File: config.mk
export PLATFORM = sky130hd
export DESIGN_NAME = tdc_tsfifo
export DESIGN_NICKNAME = d
export VERILOG_FILES = /design/src/rtl/tdc_tsfifo.sv
export SDC_FILE = /design/constraint.sdc
export NUM_CORES = 1
export LEC_CHECK = 0
export CAP_MARGIN = 20
export CORE_AREA = 2 2 249 251
export CTS_BUF_LIST = sky130_fd_sc_hd__clkbuf_16
export DETAILED_ROUTE_END_ITERATION = 10
export DIE_AREA = 0 0 251 253
export PLACE_DENSITY_LB_ADDON = 0.15
export SLEW_MARGIN = 40
export SYNTH_ARGS = -nofsm -noshare
export SYNTH_HDL_FRONTEND = slang
export SYNTH_SLANG_ARGS = --single-unit
File: constraint.sdc
create_clock -name wb_clk_i -period 8.5 [get_ports wb_clk_i]
set_input_delay 2.55 -clock wb_clk_i [delete_from_list [all_inputs] [get_ports wb_clk_i]]
set_output_delay 2.55 -clock wb_clk_i [all_outputs]
set_load 0.02 [all_outputs]
File: src/rtl/tdc_tsfifo.sv
// tdc_tsfifo
// Timestamp FIFO between the TDC core and the LM32. Every detect strobe stores
// {polarity, timestamp}. Software drains the FIFO through a 32-bit Wishbone
// slave and can take a level-sensitive interrupt. Events that arrive while
// the FIFO is full are dropped; they set a sticky overflow flag and advance a
// saturating drop counter.
//
// Ports:
//   wb_clk_i, rst_n_i          clock, asynchronous active-low reset
//   detect_i, polarity_i,
//   value_i                    event strobe, edge polarity, timestamp
//   wb_addr_i, wb_data_i,
//   wb_cyc_i, wb_stb_i,
//   wb_we_i, wb_sel_i          Wishbone slave inputs (wb_sel_i is ignored)
//   wb_data_o, wb_ack_o        Wishbone read data and acknowledge
//   wb_irq_o                   interrupt: level >= threshold while enabled
//
// Register map (word address):
//   0 STATUS  [0] empty [1] full [2] ovf [15:8] level [31:16] drop count
//   1 CTRL    [7:0] threshold [8] irq_en [9] clear ovf/drops [10] flush
//   2 TS_LO   head value[31:0], no pop
//   3 TS_HI   head value[W-1:32], [30] polarity, [31] valid; pops the head
module tdc_tsfifo #(
    parameter int g_TS_WIDTH   = 38,
    parameter int g_DEPTH_LOG2 = 4
) (
    input  logic                  wb_clk_i,
    input  logic                  rst_n_i,
    input  logic                  detect_i,
    input  logic                  polarity_i,
    input  logic [g_TS_WIDTH-1:0] value_i,
    input  logic [1:0]            wb_addr_i,
    input  logic [31:0]           wb_data_i,
    output logic [31:0]           wb_data_o,
    input  logic                  wb_cyc_i,
    input  logic                  wb_stb_i,
    input  logic                  wb_we_i,
    input  logic [3:0]            wb_sel_i,
    output logic                  wb_ack_o,
    output logic                  wb_irq_o
);

    localparam int DEPTH = 1 << g_DEPTH_LOG2;
    localparam int LW    = g_DEPTH_LOG2 + 1;
    localparam int HIW   = g_TS_WIDTH - 32;

    logic [g_TS_WIDTH:0]     mem [DEPTH];
    logic [g_DEPTH_LOG2-1:0] wrPtr_q, wrPtr_d, rdPtr_q, rdPtr_d;
    logic [LW-1:0]           level_q, level_d;
    logic                    ovf_q, ovf_d;
    logic [15:0]             dropCnt_q, dropCnt_d;
    logic [7:0]              thr_q;
    logic                    irqEn_q;
    logic                    ack_q;
    logic [31:0]             data_q;
    logic                    irq_q;
    logic                    popPend_q;

    logic                    access, rdAccess, ctrlWr, flush, clear;
    logic                    empty, full, pop, pushOk, drop;
    logic [g_TS_WIDTH:0]     head;
    logic [31:0]             rdData, status, tsHi;
    logic [7:0]              levelExt, thrEff;
    logic [21:0]             sel_unused;

    assign sel_unused = {wb_sel_i, wb_data_i[31:14]} ^ {18'd0, wb_data_i[13:11], 1'b0};

    assign access   = wb_cyc_i & wb_stb_i & ~ack_q;
    assign rdAccess = access & ~wb_we_i;
    assign ctrlWr   = access & wb_we_i & (wb_addr_i == 2'd1);
    assign flush    = ctrlWr & wb_data_i[10];
    assign clear    = ctrlWr & wb_data_i[9];

    assign empty  = (level_q == '0);
    assign full   = (level_q == LW'(DEPTH));
    // The TS_HI pop is committed in the ack cycle; the head was already
    // captured into wb_data_o, so a same-cycle push may reuse its slot.
    assign pop    = popPend_q;
    assign pushOk = detect_i & (~full | pop);
    assign drop   = detect_i & full & ~pop;

    assign head     = mem[rdPtr_q];
    assign levelExt = 8'(level_q);
    assign thrEff   = (thr_q == 8'd0) ? 8'd1 : thr_q;

    // Pointer, level and overflow bookkeeping; flush and clear take priority.
    always_comb begin
        wrPtr_d   = wrPtr_q;
        rdPtr_d   = rdPtr_q;
        level_d   = level_q;
        ovf_d     = ovf_q;
        dropCnt_d = dropCnt_q;
        if (flush) begin
            wrPtr_d = '0;
            rdPtr_d = '0;
            level_d = '0;
        end else begin
            if (pushOk) wrPtr_d = wrPtr_q + 1'b1;
            if (pop)    rdPtr_d = rdPtr_q + 1'b1;
            if (pushOk && !pop)      level_d = level_q + LW'(1);
            else if (!pushOk && pop) level_d = level_q - LW'(1);
        end
        if (clear) begin
            ovf_d     = 1'b0;
            dropCnt_d = '0;
        end else if (drop && !flush) begin
            ovf_d = 1'b1;
            if (dropCnt_q != 16'hFFFF) dropCnt_d = dropCnt_q + 16'd1;
        end
    end

    // Read data mux, sampled into wb_data_o on the edge that raises ack.
    always_comb begin
        status          = '0;
        status[0]       = empty;
        status[1]       = full;
        status[2]       = ovf_q;
        status[8 +: LW] = level_q;
        status[31:16]   = dropCnt_q;

        tsHi = '0;
        if (!empty) begin
            tsHi[HIW-1:0] = head[g_TS_WIDTH-1:32];
            tsHi[30]      = head[g_TS_WIDTH];
            tsHi[31]      = 1'b1;
        end

        rdData = '0;
        case (wb_addr_i)
            2'd0: rdData = status;
            2'd1: rdData = {23'd0, irqEn_q, thr_q};
            2'd2: rdData = empty ? 32'd0 : head[31:0];
            2'd3: rdData = tsHi;
            default: rdData = '0;
        endcase
    end

    always_ff @(posedge wb_clk_i) begin
        if (pushOk && !flush) mem[wrPtr_q] <= {polarity_i, value_i};
    end

    always_ff @(posedge wb_clk_i or negedge rst_n_i) begin
        if (!rst_n_i) begin
            wrPtr_q   <= '0;
            rdPtr_q   <= '0;
            level_q   <= '0;
            ovf_q     <= 1'b0;
            dropCnt_q <= '0;
            thr_q     <= 8'd1;
            irqEn_q   <= 1'b0;
            ack_q     <= 1'b0;
            data_q    <= '0;
            irq_q     <= 1'b0;
            popPend_q <= 1'b0;
        end else begin
            wrPtr_q   <= wrPtr_d;
            rdPtr_q   <= rdPtr_d;
            level_q   <= level_d;
            ovf_q     <= ovf_d;
            dropCnt_q <= dropCnt_d;
            ack_q     <= wb_cyc_i & wb_stb_i & ~ack_q;
            data_q    <= rdAccess ? rdData : 32'd0;
            popPend_q <= rdAccess & (wb_addr_i == 2'd3) & ~empty;
            if (ctrlWr) begin
                thr_q   <= wb_data_i[7:0];
                irqEn_q <= wb_data_i[8];
            end
            irq_q <= irqEn_q & (levelExt >= thrEff);
        end
    end

    assign wb_ack_o  = ack_q;
    assign wb_data_o = data_q;
    assign wb_irq_o  = irq_q;

endmodule
==> impl_metrics.env, run 1 <==
export IMPL_min_delay_path_depth=2
export IMPL_numCtsBuffers=74
export IMPL_nNetsFinal=1556
export IMPL_stdcell_area_um2=31580
export IMPL_postCtsHoldBufs=0
export IMPL_r2r_start="rdPtr_q[1]"
export IMPL_ios=117
export IMPL_startpoint="wb_addr_i[0]"
export IMPL_clockBufferDepth=3
export IMPL_crit_path_end_kind="register"
export IMPL_crit_type="in -> reg"
export IMPL_first_global_vias=13690
export IMPL_cts_resized=0
export IMPL_synth_flop_cell="edfxtp_1"
export IMPL_drtPass1Iterations=7
export IMPL_slew_headroom_pct=43.95
export IMPL_drc=0
export IMPL_critical_path_arrival_ns=5.56
export IMPL_synth_edf_count=624
export IMPL_place_congestion=0.7960
export IMPL_dieArea_um2=63500
export IMPL_drive_above_1_share_pct=23.69
export IMPL_regToRegEndpoint="wb_data_o[28]"
export IMPL_ff2ff_path_depth=7
export IMPL_post_cts_buffers=0
export IMPL_reg2reg_slack_ns=4.97
export IMPL_slew_violations=0
export IMPL_ys_types=53
export IMPL_grt_usage_pct=19.87
export IMPL_synthToLayoutAreaGrowth_pct=16.51
export IMPL_crit_required_ns=8.72
export IMPL_cts_tree="yes"
export IMPL_num_vias=13050
export IMPL_layout_cells_most_common="edfxtp_1"
export IMPL_clock_sinks=698
export IMPL_post_drt_wl_per_cell_um=26.55
export IMPL_worstHoldEndpoint="wb_irq_o"
export IMPL_avgViaCountPerCell=5.667
export IMPL_drt_wl_total_mm=61.11
export IMPL_synth_seq_cells=698
export IMPL_drtIter0Drc=1111
export IMPL_instances_no_fill=2302
export IMPL_die_width_um=251
export IMPL_startpoint_type="input pin"
export IMPL_rsz0062_at_grt="false"
export IMPL_nFillCells=4863
export IMPL_root_buffer="clkbuf_16"
export IMPL_final_antenna_net_count=0
export IMPL_synthArstFlopShare_pct=10.60
export IMPL_hold_viol_final=0
export IMPL_ys_seq_area_share_pct=75.96
export IMPL_synth_warnings=0
export IMPL_vdd_drop_max_mv=0.1963
export IMPL_syn_num_nets=1409
export IMPL_port_buffers=91
export IMPL_power_density_nw_per_um2=315.3
export IMPL_h_tree_depth=3
export IMPL_syn_area_per_cell_um2=20.69
export IMPL_fin_util_pct=51.75
export IMPL_outcome="completed"
export IMPL_final_cell_mix="edfxtp_1, mux4_2, clkdlybuf4s50_1"
export IMPL_clkTransAtPathRegs_ns=0.06
export IMPL_syn_inst=1310
export IMPL_dp_hpwl_mm=35.53
export IMPL_syn_cell_area_um2=27110
export IMPL_dpl_instance_area_um2=29230
export IMPL_clk_latency_ns=0.61
export IMPL_cap_violations=0
export IMPL_holdWs_ns=0.5181
export IMPL_p_leak_nw=10.43
export IMPL_grt_pass1_wl_mm=90.93
export IMPL_start_util_pct=44.42
export IMPL_worst_hold_startpoint="irqEn_q"
export IMPL_row_count=91
export IMPL_holdCritPathClass="reg -> reg"
export IMPL_fmax_ghz=0.1870
export IMPL_core_um2=61030
export IMPL_placed_cells=2168
export IMPL_critPathMaxFanout=30
export IMPL_finalCritPeriodShare_pct=62.90
export IMPL_final_setup_tns_ns=0
export IMPL_grt_overflow=0
export IMPL_tightestPinTransition_ns=0.8408
export IMPL_setup_violations=0
export IMPL_die_h_um=253
export IMPL_antenna_found_initial=1
export IMPL_grt_max_degree=95
export IMPL_clock_skew_ns=0.02697
export IMPL_post_route_min_period_ns=5.346
-- how the worst max path moves through the flow --
stage                  endpoint  slack [ns]  cells past startpoint
floorplan             mem[6][0]        1.98                      6
global placement    mem[14][19]        2.42                      7
detailed placement   mem[2][18]        2.40                      7
CTS                  mem[2][19]        3.01                      7
global route         mem[3][35]        2.91                      7
finish               mem[3][36]        3.15                      7
-- area by class of cell --
cell class	count	area [µm²]	share of cell area [%]
sequential	698	20600	65.23
multi-input combinational	516	6172	19.54
clock buffer	77	1927	6.101
timing repair buffer	135	1413	4.473
tap	790	988.4	3.130
clock inverter	53	357.8	1.133
inverter	32	120.1	0.3803
antenna	1	2.502	0.007924
-- power breakdown --
| group | switching [mW] | internal (mW) |
|---|---|---|
| clock | 1.28 | 1.76 |
| combinational | 1.44 | 1.21 |
| sequential | 0.176 | 4.09 |
| total | 2.90 | 7.06 |
-- metal layers --
layer | vias up | share of wire (%) | global-route usage, % | wire length [µm]
met5 | - | 0.021 | 0 | 13
met1 | 6987 | 45 | 28.69 | 27690
li1 | 5635 | - | - | -
met4 | 2 | 1.8 | 5.510 | 1098
met2 | 341 | 48 | 31.42 | 29230
met3 | 81 | 5.0 | 3.557 | 3069
-- stage by stage --
stage          power, mW  worst slack, ns
2_1_floorplan      6.108            1.975
3_3_place_gp       6.950            2.421
3_5_place_dp       7.000            2.395
4_1_cts            10.05            3.012
5_1_grt            10.39            2.909
6_report           9.958            3.154
-- flip-flops by register name, indices dropped and copies added (netlist names) --
register   count
wb_data_o     32
ovf_q          1
rdPtr_q        4
mem          624
level_q        5
thr_q          8
wb_irq_o       1
wb_ack_o       1
wrPtr_q        4
pop            1
irqEn_q        1
dropCnt_q     16
-- critical path, stage by stage --
cell,delay (ns)
clkdlybuf4s50_1,0.63
nor2b_4,0.27
and4_4,0.31
nor2b_1,0.26
nor3b_1,0.43
and2_2,0.47
buf_4,0.60
-- Yosys cell counts (all sizes together), types with 6 or more instances --
cell,n,area (µm²)
a221oi,8,70.07
mux4,170,3829
nand2,45,168.9
nor3,12,60.06
a21oi,19,95.09
xor2,15,131.4
mux2i,24,240.2
clkbuf,24,90.09
nor2,58,217.7
buf,40,230.2
a22oi,20,150.1
clkinv,18,67.56
dfrtp,73,1827
edfxtp,624,18740
nor2b,17,113.9
nand3,12,60.06
xnor2,7,61.31
ha,15,187.7
mux2,8,90.09
and2,8,50.05
o21ai,26,130.1
a211oi,6,50.05
inv,14,52.55
-- cell families after synthesis --
family                   Yosys count  synth area share, %
flip-flops                       698                75.96
multiplexers                     202                15.34
AND/OR/NAND/NOR                  177                3.148
AO/OA/AOI/OAI                     99                2.446
buffers and inverters             96                1.625
XOR/XNOR                          22               0.7108
adder cells (fa/ha/maj)           16               0.7662
No activity file was read; power rests on OpenSTA's default activity.
==> run 2, diff against run 1 <==
==> constraint.sdc (replaced) <==
create_clock -name wb_clk_i -period 5.5 [get_ports wb_clk_i]
set_input_delay 1.65 -clock wb_clk_i [delete_from_list [all_inputs] [get_ports wb_clk_i]]
set_output_delay 1.65 -clock wb_clk_i [all_outputs]
set_load 0.02 [all_outputs]
==> run 2 against run 1 <==
  * Design area is 0.20% lower
  * Flip-flop and latch count stayed put
  * Clock skew down 0.0069 ns
  * Non-clock buffer count unchanged
  * Core utilization shrank 0.10 points
  * Register-to-register slack got worse by 2.6 ns
  * Critical path depth is the same
  * Global-route usage about the same
  * Hold slack worse by 0.0027 ns
  * Highest routed layer unchanged
==> impl_metrics.env, run 2 (same netlist as run 1, synthesis figures left out) <==
export IMPL_die_h_um=253
export IMPL_crit_type="in -> reg"
export IMPL_final_antenna_net_count=0
export IMPL_crit_path_end_kind="register"
export IMPL_layout_cells_most_common="edfxtp_1"
export IMPL_clk_latency_ns=0.62
export IMPL_dp_hpwl_mm=35.65
export IMPL_internal_power_mw=10.88
export IMPL_path_delay_family="simple AND/OR/NAND/NOR gates"
export IMPL_place_congestion=0.8207
export IMPL_core_um2=61030
export IMPL_critPathMaxFanout=27
export IMPL_post_route_min_period_ns=4.079
export IMPL_final_setup_tns_ns=0
export IMPL_post_drt_wl_per_cell_um=26.71
export IMPL_port_buffers=91
export IMPL_grt_max_degree=75
export IMPL_startpoint="wb_addr_i[1]"
export IMPL_drive_above_1_share_pct=23.07
export IMPL_avgViaCountPerCell=5.656
export IMPL_final_cell_mix="edfxtp_1, mux4_2, clkdlybuf4s50_1"
export IMPL_netSwitchingPower_mw=4.535
export IMPL_clkTransAtPathRegs_ns=0.06
export IMPL_root_buffer="clkbuf_16"
export IMPL_cp_slowest_stage_delay_ns=0.77
export IMPL_nNetsFinal=1555
export IMPL_outcome="completed"
export IMPL_row_count=91
export IMPL_post_cts_buffers=0
export IMPL_power_density_nw_per_um2=488.9
export IMPL_cap_violations=0
export IMPL_num_vias=13050
export IMPL_instances_no_fill=2307
export IMPL_start_util_pct=44.42
export IMPL_vdd_drop_max_mv=0.2795
export IMPL_clock_skew_ns=0.02006
export IMPL_first_global_vias=13570
export IMPL_swShare_pct=29.43
export IMPL_numCtsBuffers=73
export IMPL_crit_required_ns=5.78
export IMPL_grt_usage_pct=19.91
export IMPL_worst_hold_startpoint="irqEn_q"
export IMPL_holdCritPathClass="reg -> reg"
export IMPL_hold_viol_final=0
export IMPL_cts_resized=0
export IMPL_p_leak_nw=10.45
export IMPL_startpoint_type="input pin"
export IMPL_path_buf_inv=2
export IMPL_n_antenna_cell=0
export IMPL_h_tree_depth=3
export IMPL_r2r_start="rdPtr_q[0]"
export IMPL_slew_headroom_pct=45.43
export IMPL_largest_reg_flops=624
export IMPL_tightestPinTransition_ns=0.8186
export IMPL_postCtsHoldBufs=0
export IMPL_critical_path_arrival_ns=4.36
export IMPL_placed_cells=2171
export IMPL_clock_sinks=698
export IMPL_slowest_stage="clkdlybuf4s50_1"
export IMPL_drtIter0Drc=977
export IMPL_dpl_worst_slack_ns=0.8312
export IMPL_clock_power_share_pct=30.4
export IMPL_drt_wl_total_mm=61.63
export IMPL_finalCritPeriodShare_pct=74.16
export IMPL_synthToLayoutAreaGrowth_pct=16.27
export IMPL_grt_overflow=0
export IMPL_regMostFlops="mem"
export IMPL_path_cells="clkdlybuf4s50_1, nor2b_4, and4_4, nor2b_1, nor3b_1, and2_2, buf_12"
export IMPL_drtPass1Iterations=5
export IMPL_grt_pass1_wl_mm=90.78
export IMPL_setup_slack_ns=1.421
export IMPL_dieArea_um2=63500
export IMPL_ios=117
export IMPL_drc=0
export IMPL_die_width_um=251
export IMPL_fmax_ghz=0.2452
export IMPL_rsz0062_at_grt="false"
export IMPL_combPwrFrac_pct=26.2
export IMPL_cts_tree="yes"
export IMPL_clockBufferDepth=3
export IMPL_slew_violations=0
export IMPL_seqPwrFrac_pct=43.4
export IMPL_setup_violations=0
export IMPL_antenna_found_initial=2
[run 2: worst paths after layout]
path,end,slack (ns),depth (start not counted)
worst max-delay path,mem[0][24],1.42,7
worst min-delay path,wb_irq_o,0.52,2
worst max register to register,wb_data_o[5],2.42,7
worst min register to register,wb_irq_o,0.52,2
max in group asynchronous,rdPtr_q[1],3.90,1
min in group asynchronous,wb_data_o[5],1.05,1
[run 2: through the flow]
step	util, %	area, µm²	hold slack, ns	power (mW)
floorplan	-	27110	0.4556	9.439
global route	51.64	31520	0.5550	16.10
global placement	47.84	29200	0.4997	10.84
finish	51.64	31520	0.5155	15.41
CTS	51.64	31520	0.5178	15.61
detailed placement	47.89	29230	0.5089	10.90
[run 2: cell type report]
class / count / area (µm²)
sequential: 698 / 20600
inverter: 32 / 120.1
clock inverter: 62 / 436.7
fill: 4786 / 29510
timing repair buffer: 135 / 1355
tap: 790 / 988.4
clock buffer: 74 / 1852
multi-input combinational: 516 / 6165
[run 2: power groups by stage]
stage | logic, mW | registers (mW) | clock network (mW)
3_3_place_gp | 4.01 | 6.83 | 0
2_1_floorplan | 2.87 | 6.57 | 0
5_1_grt | 4.36 | 6.73 | 5.00
3_5_place_dp | 4.11 | 6.80 | 0
4_1_cts | 4.11 | 6.69 | 4.81
6_report | 4.04 | 6.68 | 4.69
[run 2: tightest hold or removal path: cells and delay by family, from the launching register on]
family           cells  cell delay (ns)
and+or+nand+nor      2             0.09
DFF                  1             0.38
[run 2: layer usage]
metal	global-route usage, %	up-vias	wire [µm]
met5	0	-	25
met4	5.884	4	1251
met3	4.482	84	3663
met2	32.32	308	30280
met1	27.19	7023	26410
li1	-	5629	-
==> run 3, diff against run 2 <==
==> constraint.sdc (replaced) <==
create_clock -name wb_clk_i -period 4 [get_ports wb_clk_i]
set_input_delay 1.2 -clock wb_clk_i [delete_from_list [all_inputs] [get_ports wb_clk_i]]
set_output_delay 1.2 -clock wb_clk_i [all_outputs]
set_load 0.02 [all_outputs]
==> run 3 against run 2 <==
  * Combinational power grew 42%
  * Total power grew 38%
  * Count of clock-buffer cells in the layout grew 1
  * Design area grew 0.83%
  * Critical endpoint is now mem[2][20]
==> impl_metrics.env, run 3 (same netlist as run 1, synthesis figures left out) <==
export IMPL_antenna_found_initial=3
export IMPL_worst_hold_startpoint="irqEn_q"
export IMPL_holdCritPathClass="reg -> reg"
export IMPL_clkTransAtPathRegs_ns=0.06
export IMPL_fmax_ghz=0.3085
export IMPL_postCtsHoldBufs=0
export IMPL_drtIter0Drc=1000
export IMPL_stdcell_area_um2=31780
export IMPL_largest_reg_flops=624
export IMPL_critical_path_arrival_ns=3.54
export IMPL_first_global_vias=13580
export IMPL_ff2ff_path_depth=6
export IMPL_dpl_instance_area_um2=29570
export IMPL_clockBufferDepth=3
export IMPL_dieArea_um2=63500
export IMPL_regToRegEndpoint="wb_data_o[4]"
export IMPL_die_h_um=253
export IMPL_clk_latency_ns=0.60
export IMPL_outcome="completed"
export IMPL_port_buffers=91
export IMPL_ios=117
export IMPL_row_count=91
export IMPL_clock_sinks=698
export IMPL_drive_above_1_share_pct=23.89
export IMPL_tightestPinTransition_ns=0.9094
export IMPL_post_cts_buffers=0
export IMPL_crit_type="in -> reg"
export IMPL_placed_cells=2189
export IMPL_cap_violations=0
export IMPL_slew_headroom_pct=39.37
export IMPL_grt_max_degree=80
export IMPL_fin_util_pct=52.07
export IMPL_p_leak_nw=10.52
export IMPL_core_um2=61030
export IMPL_cts_resized=0
export IMPL_root_buffer="clkbuf_16"
export IMPL_num_vias=13070
export IMPL_layout_cells_most_common="edfxtp_1"
export IMPL_h_tree_depth=3
export IMPL_min_delay_path_depth=2
export IMPL_path_cells="clkdlybuf4s50_1, o21a_1, nor2b_1, nor3b_1, and2_2, buf_4"
export IMPL_setup_slack_ns=0.7585
export IMPL_crit_required_ns=4.30
export IMPL_cts_tree="yes"
export IMPL_place_congestion=0.7679
export IMPL_grt_overflow=0
export IMPL_nFillCells=4833
export IMPL_final_cell_mix="edfxtp_1, mux4_2, clkdlybuf4s50_1"
export IMPL_clock_skew_ns=0.02120
export IMPL_setup_violations=0
export IMPL_drt_wl_total_mm=62.54
export IMPL_start_util_pct=44.42
export IMPL_dpl_worst_slack_ns=0.2256
export IMPL_reg2reg_slack_ns=1.05
export IMPL_grt_usage_pct=20.11
export IMPL_die_width_um=251
export IMPL_finalCritPeriodShare_pct=81.04
export IMPL_rsz0062_at_grt="false"
export IMPL_instances_no_fill=2319
export IMPL_worstHoldEndpoint="wb_irq_o"
export IMPL_startpoint_type="input pin"
export IMPL_r2r_start="rdPtr_q[0]"
export IMPL_slowest_stage="clkdlybuf4s50_1"
export IMPL_post_route_min_period_ns=3.242
export IMPL_grt_pass1_wl_mm=91.62
export IMPL_vdd_drop_max_mv=0.3939
export IMPL_numCtsBuffers=73
export IMPL_p_total_mw=21.23
export IMPL_power_density_nw_per_um2=668.1
export IMPL_synthToLayoutAreaGrowth_pct=17.24
export IMPL_drtPass1Iterations=5
export IMPL_crit_path_end_kind="register"
export IMPL_dp_hpwl_mm=36.51
export IMPL_drc=0
export IMPL_avgViaCountPerCell=5.636
export IMPL_cp_slowest_stage_delay_ns=0.53
export IMPL_slew_violations=0
export IMPL_post_drt_wl_per_cell_um=26.97
export IMPL_final_antenna_net_count=0
export IMPL_hold_viol_final=0
export IMPL_critPathMaxFanout=9
export IMPL_regMostFlops="mem"
export IMPL_nNetsFinal=1573
## run 3: changes by cell type in the layout (fill, tap and decap cells not counted), sizes merged
cell,change
bufinv,-2
clkinv,-3
buf,+18
clkinvlp,+3
diode,+1
inv,-6
clkbuf,+1
## run 3: how the worst max path moves through the flow
stage | slack, ns | depth (start not counted) | start | end
floorplan | -1.17 | 6 | wb_stb_i | mem[6][0]
global placement | 0.22 | 6 | detect_i | mem[3][24]
CTS | 0.85 | 6 | detect_i | mem[2][14]
detailed placement | 0.23 | 6 | detect_i | mem[2][24]
global route | 0.65 | 6 | detect_i | mem[3][14]
finish | 0.76 | 6 | detect_i | mem[2][20]
## run 3: layout make-up
| type | count | area, µm² | area share, % |
|---|---|---|---|
| Sequential cell | 698 | 20600 | 64.83 |
| Tap cell | 790 | 988.4 | 3.110 |
| Multi-Input combinational cell | 516 | 6156 | 19.37 |
| Inverter | 32 | 120.1 | 0.3780 |
| Clock inverter | 54 | 331.6 | 1.043 |
| Timing Repair Buffer | 153 | 1703 | 5.358 |
| Clock buffer | 75 | 1877 | 5.906 |
| Antenna cell | 1 | 2.502 | 0.007874 |
## run 3: report_power, final
group          internal, mW  switching (mW)  leakage [nW]
Clock                  3.59            2.73          1.14
Sequential             8.69           0.482          6.61
Combinational          2.66            3.09          2.77
## run 3: stage by stage
step	TNS, ns	hold slack, ns
finish	0	0.5129
global route	0	0.5289
CTS	0	0.5124
detailed placement	0	0.5073
global placement	0	0.5095
floorplan	-374.19	0.4556
## run 3: critical path: cells and delay by family
family                 cells  cell delay (ns)
and+or+nand+nor            3             1.23
AOI/OAI and AO/OA          1             0.29
buffers and inverters      2             0.81
## run 3: metal layers
layer / global-route usage, % / up-vias / wire, µm
met5: 0 / - / 23
met4: 5.918 / 4 / 1183
met3: 4.338 / 77 / 3173
met2: 32.16 / 297 / 30390
met1: 28.06 / 7025 / 27770
li1: - / 5667 / -
